===== config.mk =====
export PLATFORM = sky130hd
export DESIGN_NAME = cmpx_accumulator
export DESIGN_NICKNAME = d
export VERILOG_FILES = /design/src/rtl/cmpx_acc_pkg.sv /design/src/rtl/cmpx_acc_lane.sv /design/src/rtl/cmpx_accumulator.sv
export SDC_FILE = /design/constraint.sdc
export NUM_CORES = 1
export LEC_CHECK = 0
export ABC_CLOCK_PERIOD_IN_PS = 2500
export BUFFER_PORTS_ARGS = -buffer_cell sky130_fd_sc_hd__buf_2
export CORE_UTILIZATION = 55
export DETAILED_ROUTE_END_ITERATION = 7
export PLACE_DENSITY_LB_ADDON = 0.3
export SLEW_MARGIN = 20
export SYNTH_ARGS = -nofsm -noshare
export SYNTH_HDL_FRONTEND = slang
export SYNTH_SLANG_ARGS = --single-unit

===== constraint.sdc =====
create_clock -name clk -period 2.5 [get_ports clk]
set_clock_uncertainty 0.2 [all_clocks]
set_input_delay 0.375 -clock clk [delete_from_list [all_inputs] [get_ports clk]]
set_output_delay 0.375 -clock clk [all_outputs]
set_load 0.01 [all_outputs]

===== src/rtl/cmpx_acc_pkg.sv =====
// Shared types and default sizes for the complex accumulator.
package cmpx_acc_pkg;

  // Controller states
  typedef enum logic [1:0] {
    IDLE = 2'd0,
    REQ  = 2'd1,
    WAIT = 2'd2,
    DONE = 2'd3
  } state_t;

  // Default widths: 16 full-scale terms need 4 guard bits above the product
  localparam int PROD_W_DEF = 8;
  localparam int ACC_W_DEF  = 12;

  // Counter/target width, wide enough to hold the value 16
  localparam int CNT_W = 5;

  // Decode the term-count input; zero stands for sixteen terms
  function automatic logic [CNT_W-1:0] decode_terms(input logic [3:0] n);
    decode_terms = (n == 4'd0) ? CNT_W'(16) : CNT_W'(n);
  endfunction

endpackage


===== src/rtl/cmpx_acc_lane.sv =====
// One accumulator lane: sign-extends a product half and adds it into an
// ACC_W-bit register with synchronous clear and load.
module cmpx_acc_lane #(
  parameter int PROD_W = 8,
  parameter int ACC_W  = 12
) (
  input  logic              clk,
  input  logic              rst,
  input  logic              clr_i,
  input  logic              load_i,
  input  logic [PROD_W-1:0] prod_i,
  output logic [ACC_W-1:0]  acc_o
);

  logic [ACC_W-1:0] acc_q;
  logic [ACC_W-1:0] acc_d;
  logic [ACC_W-1:0] prod_ext;

  // Next accumulator value: clear wins over load; wrap-around on overflow
  always_comb begin
    prod_ext = {{(ACC_W - PROD_W){prod_i[PROD_W-1]}}, prod_i};
    acc_d    = acc_q;
    if (clr_i) begin
      acc_d = '0;
    end else if (load_i) begin
      acc_d = acc_q + prod_ext;
    end
  end

  // Accumulator register with synchronous active-low reset
  always_ff @(posedge clk) begin
    if (!rst) begin
      acc_q <= '0;
    end else begin
      acc_q <= acc_d;
    end
  end

  assign acc_o = acc_q;

endmodule


===== src/rtl/cmpx_accumulator.sv =====
// Complex multiply-accumulate back end: requests n_terms products from an
// upstream multiplier one at a time and sums real and imaginary halves
// independently.
module cmpx_accumulator
  import cmpx_acc_pkg::*;
#(
  parameter int PROD_W = PROD_W_DEF,
  parameter int ACC_W  = ACC_W_DEF
) (
  input  logic                clk,
  input  logic                rst,
  input  logic                start,
  input  logic [3:0]          n_terms,
  input  logic [2*PROD_W-1:0] prod_in,
  input  logic                prod_valid,
  output logic                next_req,
  output logic [2*ACC_W-1:0]  acc_out,
  output logic                busy,
  output logic                done
);

  state_t           state_q;
  logic [CNT_W-1:0] count_q;
  logic [CNT_W-1:0] count_d;
  logic [CNT_W-1:0] target_q;
  logic             acc_clr;
  logic             acc_load;

  assign count_d  = count_q + CNT_W'(1);
  // A start only acts in IDLE, and a product is only absorbed in WAIT, so a
  // coincident start/prod_valid in IDLE clears without adding.
  assign acc_clr  = (state_q == IDLE) && start;
  assign acc_load = (state_q == WAIT) && prod_valid;

  // Controller: state, term counter and latched target
  always_ff @(posedge clk) begin
    if (!rst) begin
      state_q  <= IDLE;
      count_q  <= '0;
      target_q <= '0;
    end else begin
      case (state_q)
        IDLE: begin
          if (start) begin
            target_q <= decode_terms(n_terms);
            count_q  <= '0;
            state_q  <= REQ;
          end
        end
        REQ: begin
          state_q <= WAIT;
        end
        WAIT: begin
          if (prod_valid) begin
            count_q <= count_d;
            state_q <= (count_d == target_q) ? DONE : REQ;
          end
        end
        DONE: begin
          state_q <= IDLE;
        end
        default: begin
          state_q <= IDLE;
        end
      endcase
    end
  end

  // Outputs are pure decodes of the registered state
  assign next_req = (state_q == REQ);
  assign done     = (state_q == DONE);
  assign busy     = (state_q != IDLE);

  // Lane 0 carries the imaginary half (low bits), lane 1 the real half
  generate
    for (genvar gi = 0; gi < 2; gi++) begin : g_lane
      cmpx_acc_lane #(
        .PROD_W(PROD_W),
        .ACC_W (ACC_W)
      ) u_lane (
        .clk   (clk),
        .rst   (rst),
        .clr_i (acc_clr),
        .load_i(acc_load),
        .prod_i(prod_in[gi*PROD_W +: PROD_W]),
        .acc_o (acc_out[gi*ACC_W +: ACC_W])
      );
    end
  endgenerate

endmodule


Yosys cells after proc, flatten, opt, wreduce, memory -nomap -nowiden
Index checks and enable logic that the tools add are counted.
{ "word_totals": {"reg_bits": 36, "inputBits": 24, "out_inout_bits": 27, "word_cells": 33} }
{ "op_classes": {"addsub": 3, "eq_ne": 6, "mux": 8, "bitwise_logic": 1, "n_reduce_logical": 10} }
{ "op_table": {"columns": ["operator", "count"], "rows": [
  ["12-bit adder", 2],
  ["5-bit two-way mux", 3],
  ["5-bit one-hot mux with 2 select lines", 1],
  ["2-bit one-hot mux with 4 select lines", 1],
  ["2-bit two-way mux", 3],
  ["5-bit by 1-bit adder with 5-bit output (second input constant)", 1],
  ["5-bit == test", 1],
  ["2-bit == test (second input constant)", 2],
  ["4-bit logical NOT", 1],
  ["2-bit inequality test (second input constant)", 2],
  ["2-bit AND reduction", 2],
  ["2-bit nonzero test", 2],
  ["3-bit AND reduction", 1],
  ["2-bit by 1-bit == test with 1-bit output (second input constant)", 1],
  ["1-bit logical AND", 2],
  ["2-bit logical NOT", 1],
  ["2-bit OR reduction", 1],
  ["1-bit inverter", 1]
]} }

Depth between registers and ports, before layout
{ "logic_depth": {"ltp_word": 5, "depth_mapped": 8} }

Hierarchy
Synthesis repeated with hierarchy kept, for this count alone.
{ "unflattened": {"cells_unflattened": 299, "area_unflattened_um2": 2620.0} }
{ "by_module_without_submodules": {"columns": ["mod", "instances", "cells_each", "area_per_inst_um2", "seq_area_each_um2"], "rows": [
  ["cmpx_acc_lane", 2, 113, 969.7, 240.2],
  ["cmpx_accumulator", 1, 73, 680.7, 240.2]
]} }

Least setup slack after synthesis
No wires, ideal clock.
{ "synth_path": {"path_kind": "input to register", "from": "input port prod_in[8]", "to": "register g_lane[1].u_lane.acc_q[10]", "t_arrival_ps": 1978, "path_slack_ps": 194, "cell_stages": 8, "n_path_buf": 0, "cell_sequence": "ha_1 -> fa_1 -> a21oi_1 -> nand4b_1 -> a21oi_1 -> or4_1 -> a31oi_1 -> nor2_1"} }
{ "synth_via": {"elab_chain_cells": 1} }
{ "synth_rtl": {"columns": ["item", "line_no", "text"], "rows": [
  ["start, declared", "cmpx_accumulator.sv:14", "input logic [2*PROD_W-1:0] prod_in,"],
  ["12-bit adder", "cmpx_acc_lane.sv:26", "acc_d = acc_q + prod_ext;"],
  ["end signal, assigned", "cmpx_acc_lane.sv:33", "acc_q <= '0;"],
  ["end signal, assigned", "cmpx_acc_lane.sv:35", "acc_q <= acc_d;"],
  ["end, declared", "cmpx_acc_lane.sv:15", "logic [ACC_W-1:0] acc_q;"]
]} }
No other way between the ends.
A chain may end at the register's enable or synchronous reset.

Worst setup path after layout
{ "layout_path": {"from": "register g_lane[1].u_lane.acc_q[0]", "to": "register g_lane[1].u_lane.acc_q[10]"} }
{ "layout_via": {"elab_chain_cells": 1} }
{ "layout_rtl": {"columns": ["item", "line_no"], "rows": [
  ["12-bit adder", "cmpx_acc_lane.sv:26"]
]} }
No other way between the ends.

==> out/metrics.yaml <==
synthCells: 315
static-leakage-power_nw: 1.35
globalRouteOverflowTotal: 0
cts-root-to-sink-buffers: 2
syn2layout_area_growth_pct: 16.2
crit_path_end_kind: "flop"
core_um2: 4380
grt_max_degree: 20
synthesis.area_um2: 2520
cp.arrival_ps: 2280
number_of_nets_produced_by_synthesis: 364
fp.dieH_um: 69.7
wl_per_cell_um: 13.0
drv_cap: 0
design.final.nets: 416
cts_hold_buffers: 0
path_max_fanout: 3
fin_setup_tns_ps: 0
vias_after_detailed_routing: 2414
fmax_mhz: 436
ctsRootBufferMaster: "clkbuf_8"
cts_made_buffers: 5
drc: 0
grt_pass1_vias: 2146
post_cts.resized_instances: 0
ys_seq_area_frac: 0.286
place.detailed.hpwl_um: 4140
register_bit_count_reported_by_yosys: 36
final_cell_mix: "nand2_1 (50), buf_2 (50), dfxtp_1 (36)"
buffer_ports.inserted: 50
vdd_ir_drop_max_v: 0.000443
setup_violations: 0
worstMarginPinSlew_ps: 481
required_time_of_the_critical_path_ps: 2490
postSynth.asyncResetShare: 0
numClockSinks: 36
dieWidth_um: 69.7
crit_type: "flop to flop"
globalplace.congestion: 0.840
synth.lib_cells_used.distinct: 50
ff2ff_path_depth: 8
slew_headroom: 0.678
timing.rr.start: "g_lane[1].u_lane.acc_o[0]"
drive_above_1_share: 0.198
hold_path.startpoint: "n_terms[3]"
std_cell_rows: 24
number_of_enable_flip_flop_cells_after_synthesis: 0
worstHoldPathType: "primary input to flop"
route.final.wire_length_um: 5470
layoutNonFillerInstCount: 420
hold_violations: 0
timing.final.crit_share: 0.918
sequential_cell_area_um2: 721
floorplan.initialDensity: 0.575
timing.critical_path.from_type: "flop"
number_of_iterations_in_the_first_detailed_routing_pass: 4
hold_ws_ps: 151
multi_input_area_um2: 1730
r2r_end: "g_lane[1].u_lane.acc_o[10]"
setup_slack_ps: 204
detail_route.iter0.violations: 132
clkLatencyLatePin_ps: 290
grt_antenna_before_repair: 0
hold-path-endpoint: "target_q[3]"
placedInstanceArea_um2: 2830
cts_post_setup_buffers_inserted: 0
clk_pin_slew_worst_paths_ps: 70
setup.reg_to_reg.worst_slack_ps: 200
power_density_nw_per_um2: 426
floorplan.io_pins: 51
holdPathStages: 3
dp_worst_setup_slack_ps: 5.59
antennaDiodeCount: 0
syn_area_per_cell_um2: 8.01
detail_route.vias_per_cell: 5.75
period_minus_slack_ps: 2300
antenna_violating_nets_post_route: 0
rsz0062_at_grt: "no"
cts_tree: "done"
floorplan.die_area_um2: 4860
report.final.slew_viol_count: 0
fill_cells: 392
htree_num_levels: 2
final_area_um2: 2930
synth.yosys.warnings: 0
post-place-cells: 412
postSynth.topFlopCell: "dfxtp_1"
grt.total_usage: 0.234
outcome: "complete, no violations"
grt_pass1_wl_um: 9400
-- critical path, cell delays in order (launching register included) --
cell and delay [ps]:
dfxtp_1 320, ha_1 210, fa_1 430, a21oi_2 180, nand4b_1 150, a21oi_1 90
or4_1 400, a31oi_1 170, nor2_1 50
-- synthesized netlist by cell type (all sizes together), types with 3 or more instances --
| master | instances | area share |
|---|---|---|
| a21oi | 28 | 0.057 |
| a31oi | 5 | 0.012 |
| nor3 | 5 | 0.0099 |
| or3 | 5 | 0.012 |
| nor2b | 8 | 0.020 |
| inv | 4 | 0.0060 |
| xor2 | 8 | 0.028 |
| a21boi | 8 | 0.024 |
| a21o | 8 | 0.024 |
| buf | 8 | 0.018 |
| and3 | 4 | 0.0099 |
| a211o | 3 | 0.010 |
| or4 | 5 | 0.015 |
| clkbuf | 5 | 0.0074 |
| dfxtp | 36 | 0.29 |
| nand3 | 20 | 0.040 |
| a211oi | 5 | 0.015 |
| o211ai | 3 | 0.0089 |
| and2 | 6 | 0.015 |
| o21ai | 7 | 0.014 |
| ha | 23 | 0.11 |
| nor4 | 3 | 0.0074 |
| nand2 | 52 | 0.079 |
| xnor2 | 10 | 0.035 |
| nor2 | 12 | 0.018 |
| nand4 | 5 | 0.012 |
-- state kept, by name (all words and copies together) (netlist names) --
register / cells
target_q: 5
state_q: 2
count_q: 5
g_lane.u_lane.acc_o: 24
-- how the worst max path moves through the flow --
stage / start / to / slack (ps) / depth (start not counted)
5_1_grt: g_lane[1].u_lane.acc_o[0] / g_lane[1].u_lane.acc_o[10] / 50 / 8
3_5_place_dp: prod_in[8] / g_lane[1].u_lane.acc_o[10] / 6 / 9
4_1_cts: g_lane[1].u_lane.acc_o[0] / g_lane[1].u_lane.acc_o[10] / 170 / 8
3_3_place_gp: prod_in[8] / g_lane[1].u_lane.acc_o[10] / 70 / 9
2_1_floorplan: prod_in[8] / g_lane[1].u_lane.acc_o[10] / 190 / 8
6_report: g_lane[1].u_lane.acc_o[0] / g_lane[1].u_lane.acc_o[10] / 200 / 8
-- per-layer routing --
| layer | track usage | share of wire | wire [um] | up-vias |
|---|---|---|---|---|
| met1 | 0.309 | 0.49 | 2700 | 1098 |
| met2 | 0.385 | 0.46 | 2520 | 57 |
| li1 | - | - | - | 1255 |
| met3 | 0.0465 | 0.038 | 206 | 4 |
| met5 | 0 | 0 | 0 | - |
| met4 | 0.0711 | 0.0079 | 43 | 0 |
-- logic make-up after synthesis --
family	Yosys count	share of synthesized area
compound gates	81	0.209
xor+xnor	18	0.0625
fa+ha+maj	25	0.130
buf+inv	17	0.0312
flops	36	0.286
mux	1	0.00397
simple gates	137	0.277
-- through the flow --
stage               utilization  total power [mW]
floorplan                     -             0.753
global placement          0.646             0.816
detailed placement        0.646             0.821
CTS                       0.668              1.26
global route              0.668              1.30
finish                    0.668              1.25
-- report_power, final --
part / total [mW] / switching (mW) / internal [mW]
Sequential: 0.601 / 0.0135 / 0.587
Clock: 0.438 / 0.218 / 0.220
Combinational: 0.208 / 0.121 / 0.0868
Total: 1.25 / 0.353 / 0.894
-- cell type report --
cell class / instances / share of cell area
clock buffer: 6 / 0.0282
clock inverter: 2 / 0.00342
inverter: 4 / 0.00512
multi-input combinational: 262 / 0.589
sequential: 36 / 0.246
tap: 52 / 0.0222
timing repair buffer: 58 / 0.106
Note: power is estimated with default switching activity, not from simulation.
